--- config.mk ---
export PLATFORM = sky130hd
export DESIGN_NAME = gpio_in_conditioner
export DESIGN_NICKNAME = d
export VERILOG_FILES = /design/src/rtl/gpio_pkg.sv /design/src/rtl/gpio_debounce_bit.sv /design/src/rtl/gpio_in_conditioner.sv
export SDC_FILE = /design/constraint.sdc
export NUM_CORES = 1
export LEC_CHECK = 0
export ABC_CLOCK_PERIOD_IN_PS = 1700
export CAP_MARGIN = 10
export CORE_ASPECT_RATIO = 0.75
export CORE_MARGIN = 2
export CORE_UTILIZATION = 30
export CTS_BUF_LIST = sky130_fd_sc_hd__clkbuf_16
export DETAILED_ROUTE_END_ITERATION = 6
export GPL_TIMING_DRIVEN = 0
export PLACE_DENSITY = 0.42
export SYNTH_ARGS = -nofsm -noshare
export SYNTH_HDL_FRONTEND = slang
export SYNTH_HIERARCHICAL = 1
export SYNTH_SLANG_ARGS = --single-unit
--- constraint.sdc ---
create_clock -name HCLK -period 1.7 [get_ports HCLK]
set_input_delay 0.34 -clock HCLK [delete_from_list [all_inputs] [get_ports HCLK]]
set_output_delay 0.34 -clock HCLK [all_outputs]
set_load 0.05 [all_outputs]
--- src/rtl/gpio_pkg.sv ---
// Shared widths, defaults and debounce FSM state type for the GPIO input conditioner.
package gpio_pkg;

  localparam int unsigned GPIO_WIDTH       = 16;
  localparam int unsigned DEBOUNCE_DEFAULT = 50000;
  localparam int unsigned CNT_W            = 16;

  typedef enum logic {
    STABLE   = 1'b0,
    COUNTING = 1'b1
  } deb_state_e;

endpackage

--- src/rtl/gpio_debounce_bit.sv ---
// One pad bit: 2-flop synchronizer, stability-count debounce FSM and registered edge pulses.
module gpio_debounce_bit
  import gpio_pkg::*;
#(
  parameter int unsigned DEBOUNCE_CYCLES = DEBOUNCE_DEFAULT
) (
  input  logic HCLK,
  input  logic HRESET,
  input  logic pin,
  output logic level,
  output logic rise,
  output logic fall
);

  localparam logic [CNT_W-1:0] CNT_MAX = CNT_W'(DEBOUNCE_CYCLES);

  logic             sync_q1;
  logic             sync_q2;
  deb_state_e       state;
  logic [CNT_W-1:0] cnt;

  always_ff @(posedge HCLK or posedge HRESET) begin
    if (HRESET) begin
      sync_q1 <= 1'b0;
      sync_q2 <= 1'b0;
    end else begin
      sync_q1 <= pin;
      sync_q2 <= sync_q1;
    end
  end

  // Accept a new level only after it has disagreed with the current one long enough.
  always_ff @(posedge HCLK or posedge HRESET) begin
    if (HRESET) begin
      state <= STABLE;
      cnt   <= '0;
      level <= 1'b0;
      rise  <= 1'b0;
      fall  <= 1'b0;
    end else begin
      rise <= 1'b0;
      fall <= 1'b0;
      case (state)
        STABLE: begin
          if (sync_q2 != level) begin
            state <= COUNTING;
            cnt   <= CNT_W'(1);
          end else begin
            cnt <= '0;
          end
        end
        COUNTING: begin
          if (sync_q2 == level) begin
            state <= STABLE;
            cnt   <= '0;
          end else if (cnt == CNT_MAX) begin
            level <= sync_q2;
            rise  <= sync_q2;
            fall  <= ~sync_q2;
            state <= STABLE;
            cnt   <= '0;
          end else begin
            cnt <= cnt + CNT_W'(1);
          end
        end
        default: begin
          state <= STABLE;
          cnt   <= '0;
        end
      endcase
    end
  end

endmodule

--- src/rtl/gpio_in_conditioner.sv ---
// Debounces WIDTH raw pads into stable levels, edge pulses, sticky event flags and an IRQ.
module gpio_in_conditioner
  import gpio_pkg::*;
#(
  parameter int unsigned WIDTH           = GPIO_WIDTH,
  parameter int unsigned DEBOUNCE_CYCLES = DEBOUNCE_DEFAULT
) (
  input  logic             HCLK,
  input  logic             HRESET,
  input  logic [WIDTH-1:0] PINS,
  input  logic [WIDTH-1:0] EVENT_CLR,
  output logic [WIDTH-1:0] GPIOIN,
  output logic [WIDTH-1:0] EDGE_RISE,
  output logic [WIDTH-1:0] EDGE_FALL,
  output logic [WIDTH-1:0] EVENT,
  output logic             IRQ
);

  for (genvar i = 0; i < WIDTH; i++) begin : g_bit
    gpio_debounce_bit #(
      .DEBOUNCE_CYCLES(DEBOUNCE_CYCLES)
    ) u_bit (
      .HCLK  (HCLK),
      .HRESET(HRESET),
      .pin   (PINS[i]),
      .level (GPIOIN[i]),
      .rise  (EDGE_RISE[i]),
      .fall  (EDGE_FALL[i])
    );
  end

  // Sticky flags; a new edge beats a simultaneous clear.
  always_ff @(posedge HCLK or posedge HRESET) begin
    if (HRESET) begin
      EVENT <= '0;
    end else begin
      EVENT <= (EVENT & ~EVENT_CLR) | EDGE_RISE | EDGE_FALL;
    end
  end

  assign IRQ = |EVENT;

endmodule

======== Word level (Yosys, flattened, before mapping) ========
Index checks and enable logic that the tools add are counted.
storage, ports and cells
  bits of input ports ..................... 34
  logic and storage cells ................. 470
  output and inout port bits .............. 65
  bits in registers ....................... 368
operators by class
  equality and inequality tests ........... 48
  reduce and logical (&&, ||, !) cells .... 17
  mux-type cells .......................... 224
  $add $sub $neg .......................... 16
  bitwise logic cells ..................... 52
operators with widths
  kind                   number
  $mux 16                32
  $pmux 16 s2            16
  $add 16x1->16 const B  16
  $eq 16x16->1 const B   16
  $mux 1                 160
  $not 1->1              48
  $reduce_and 3->1       16
  $or 16x16->16          2
  $pmux 1 s2             16
  $and 16x16->16         1
  $eq 1x1->1             16
  $ne 1x1->1             16
  $not 16->16            1
  $reduce_or 16->1       1

======== Depth between registers and ports, before layout ========
  depth in word-level cells ............... 4
  mapped depth ............................ 7
  depth with buffers taken out ............ 6

======== Cells and area by module ========
The synthesis kept the hierarchy.
by module, submodules not included
  module                                  area each (um^2)  cells an instance  instances  sequential area each (um^2)
  gpio_debounce_bit (g_bit[0].u_bit ...)  1036.0            99                 15         550.5
  gpio_debounce_bit (g_bit[9].u_bit)      1041.0            98                 1          550.5
  gpio_in_conditioner                     635.6             70                 1          400.4

======== Worst setup path before layout ========
No wires, ideal clock.
  path type ............................... reg-to-output
  from .................................... register EVENT[3]
  to ...................................... output IRQ
  cell stages (with the launch flop) ...... 3
  required time ........................... 1.360 ns
  arrival time ............................ 1.393 ns
  setup slack ............................. -0.033 ns
  buffers on the path ..................... 0
  path through ............................ dfrtp_1 > nor4_1 > nand4_1
on the way
  word-level cells in the longest chain between the ends .. 1
ends and longest elaborated chain
  item                    line                       text
  from (decl)             gpio_in_conditioner.sv:15  output logic [WIDTH-1:0] EVENT,
  from (signal assigned)  gpio_in_conditioner.sv:37  EVENT <= (EVENT & ~EVENT_CLR) | EDGE_RISE | EDGE_FALL;
  $reduce_or 16->1        gpio_in_conditioner.sv:41  assign IRQ = |EVENT;
  to (decl)               gpio_in_conditioner.sv:16  output logic IRQ
Every way passes these cells.

======== Worst setup path after layout ========
  from .................................... register EVENT[10]
  to ...................................... output IRQ
Same word-level chain as after synthesis.

==> results.md <==
Yosys:
- Synthesis instantiated 35 different standard cells from the library.
- The instance count of the mapped netlist is around 1,700.
- The top-area cell type share of the netlist area is 53.5%.
- The area of the mapped netlist is roughly 17,000 um^2.
- The net count after synthesis is 1,719.
- The number of synthesis warnings is 6.
- A synthesized cell averages ~10 um^2.
- The register bit total from synthesis is 368.
- The cell type with the largest total area after synthesis is dfrtp_1.
- Sequential elements use 53.5% of the synthesized area.
- By area the synthesized netlist is led by dfrtp_1, xnor2_1, nor2_1.

Worst setup path:
- The critical path goes through nor4_4 > nand4_1 > buf_6.
- The largest single stage delay on the critical path is between 400 and 500 ps.
- The nature of the critical path endpoint is a primary output.
- The worst-path maximum fanout is 2.
- The slowest stage of the critical path is the dfrtp_2 cell.
- In this run the critical register-to-register path is launched from g_bit[15].u_bit/cnt[0].
- The most critical setup path has its startpoint at EVENT[10].
- For the worst setup path, the data required time is 1360 ps.
- The worst setup path is of the reg2out kind.
- The worst setup path is launched from a flop.
- STA puts the critical path data arrival time at approximately 1900 ps.
- The setup slack of the most critical reg-to-reg path is 0 ps.
- The number of cell instances on the worst register-to-register path is 6.
- The worst register-to-register path ends at g_bit[15].u_bit/level.

Timing:
- The headroom to the max-slew limit is approximately two fifths.
- The number of pins with negative max-slew slack in the final report came to 0.
- For the pin with the worst max-slew slack, the measured transition is 873 ps.
- The smallest setup slack after layout is -534 ps.
- Setup violations remaining at the end of the flow were counted as 3.
- The final critical-path required period is 2230 ps.
- Setup repair after global routing could not meet its margin everywhere.
- The worst clock skew is 20.9 ps.
- Of the available clock period, the critical path in the final layout requires 131%.
- Across all hold checks on the routed design, the worst slack comes to between 200 and 250 ps.
- The count of final hold-check violations was 0.
- Derived from the worst setup path, the maximum achievable clock frequency is 0.448 GHz.

GRT:
- The total overflow left after global routing is 0.
- The global-route total usage across every layer is 13.6%.
- The maximum number of pins on one net before global-route repair is 23.
- The via count of the first global-routing pass is 12,153.
- The initial antenna violation count is 1.
- The first global-routing pass estimated 65,500 um of wire.

Drt:
- The count of vias placed by the detailed router is 12,636.
- The ratio of routed vias to standard cells is 4.70.
- The number of detailed-route iterations in the first pass is 5.
- In the routed design, unresolved DRC markers number 0.
- The total wire length after detailed routing is between 40,000 and 50,000 um.
- The number of DRC violations after detailed-routing iteration 0 is roughly 660.
- Dividing the detail-routed wire length by the instance count gives 15.1 um.
- The count of nets left with antenna violations after detail routing is 0.

Placed design:
- The area after detailed placement is 19,200 um^2.
- The placed wire-length estimate is 26,500 um.
- The count of input and output buffers is between 90 and 100.
- OpenSTA, run right after detailed placement, puts the worst setup slack at -938 ps.
- The final RePlAce weighted congestion is 0.761.

Floorplan:
- The die span in x is 281 um.
- The effective utilization at floorplan is a little under a third.
- The site row count is between 70 and 80.
- The die covers 59,300 um^2.
- The top-level I/O count is slightly below 100.
- The core region is 57,100 um^2.
- The die is 211 um tall.

Power and ir drop:
- The power per cell area is 874 nW/um^2.
- The worst-case IR drop observed on VDD is approximately 0.54 mV.
- The total power draw is 19.5 mW.
- Summed over all cells, the static leakage comes to 8.88 nW.

Layout:
- The most frequent standard cell in the layout excluding fill and tap cells is dfrtp_1.
- Summing all non-filler instances in the final layout gives an area of 22,400 um^2.
- Compared with the post-synthesis result, the final layout area differs by 29.9%.
- The number of nets in the layout is 1,983.
- The post-route netlist has 28.5% of its cells at a drive strength greater than 1.
- The library cells used most frequently in the layout, excluding fill and tap cells, are dfrtp_1, nor2_1, xnor2_1, buf_4, nand3_1.

Clocking:
- TritonCTS built the clock tree.
- The clock-pin slew on the worst setup and hold paths is 60 ps.
- The H-tree level count is 2.
- The clock latency on the worst-skew pair is 570 ps.
- The clock root buffer is clkbuf_16.
- The clock passes through at most 3 buffers.
- The number of buffers added to fix hold violations after cts is 0.
- The number of clock buffers inserted by TritonCTS is 42.
- Clock tree synthesis found a total of 368 sinks.

Outcome:
- The flow ran to the end, but the final reports show violations.
- The checks that failed: setup timing.

Worst hold path:
- The startpoint identified for the worst hold timing path is PINS[6].
- The path with the worst hold slack has its endpoint at g_bit[6].u_bit/sync_q1.
- The worst hold path belongs to the class in2reg.
- The cell depth of the worst min-delay path is 1.

Run:
- The max-capacitance violation count is 0.
## Yosys cell counts (all sizes together)
| cell | number |
|---|---|
| and4 | 3 |
| o21ai | 34 |
| o22ai | 16 |
| nand4 | 65 |
| or2 | 15 |
| nor4 | 34 |
| mux2 | 16 |
| xor2 | 71 |
| inv | 111 |
| and3 | 33 |
| and4bb | 16 |
| nor3b | 16 |
| and2 | 16 |
| nor2 | 284 |
| nor3 | 76 |
| nand3 | 129 |
| dfrtp | 368 |
| nor4bb | 32 |
| nand2 | 50 |
| ha | 32 |
| a21oi | 18 |
| o31ai | 16 |
| buf | 17 |
| or4 | 16 |
| xnor2 | 167 |
| or3 | 2 |
## registers in the layout, summed over array words and instances, names as in the netlist
register / cells
EVENT: 16
g_bit.u_bit/cnt: 256
g_bit.u_bit/fall: 16
g_bit.u_bit/level: 16
g_bit.u_bit/rise: 16
g_bit.u_bit/state: 16
g_bit.u_bit/sync_q1: 16
g_bit.u_bit/sync_q2: 16
## area by class of cell
class / instances / area, um^2
diodes: 1 / 2.50
plain buffers: 17 / 206
clock buffers: 43 / 1080
clock inverters: 33 / 224
fillers: 5591 / 34700
inverters: 111 / 458
multi-input cells: 1157 / 8220
flip-flops and latches: 368 / 9320
well taps: 741 / 927
repair buffers: 220 / 1920
## timing repair
| item | CTS | global route |
|---|---|---|
| resized for setup | 370 | 261 |
| cloned | 0 | 6 |
| endpoints found under the setup margin | 260 | 319 |
| pin swaps | 21 | 76 |
| setup buffers | 31 | 83 |
## power breakdown
group	internal, mW	total [mW]	switching [mW]
Clock	5.03	8.74	3.71
Combinational	0.724	1.56	0.836
Sequential	8.98	9.25	0.270
Total	14.7	19.5	4.82
## worst max-delay path by stage
stage	endpoint	slack, ps	depth (start not counted)
final	IRQ	-530	3
after global routing	IRQ	-740	3
after CTS	IRQ	-740	3
after detailed placement	IRQ	-940	3
after global placement	EVENT[14]	-1530	2
after floorplan	IRQ	6	2
## critical path: cells and delay by family (launching register included)
| kind | cells | cell delay (ps) |
|---|---|---|
| and+or+nand+nor | 2 | 660 |
| DFF | 1 | 480 |
| buffers and inverters | 1 | 190 |
## through the flow
step / TNS [ps] / util [%] / instances
after CTS: -882 / 36.6 / 2601
after global routing: -3510 / 39.2 / 2690
after detailed placement: -192450 / 33.6 / 2494
final: -592 / 39.2 / 2691
after floorplan: 0 / - / 1653
after global placement: -421890 / 33.5 / 2492
## routing by layer
layer	vias up	GRT usage (%)	share of wire (%)
met5	-	0	0
met3	42	3.09	4.8
met4	0	3.71	1.5
met1	6209	20.8	53
met2	165	19.0	41
li1	6220	-	-
## logic make-up (layout without fill, tap and decap cells)
family | after synthesis | count (layout) | share of synthesized area, %
other | 0 | 1 | 0
AO/OA/AOI/OAI | 84 | 84 | 2.79
adder cells (fa/ha/maj) | 32 | 32 | 2.33
XOR/XNOR | 238 | 238 | 12.1
flip-flops | 368 | 368 | 53.5
buffers and inverters | 128 | 424 | 2.95
multiplexers | 16 | 16 | 1.05
AND/OR/NAND/NOR | 787 | 787 | 25.3
Power figures use the tool's default switching activity.
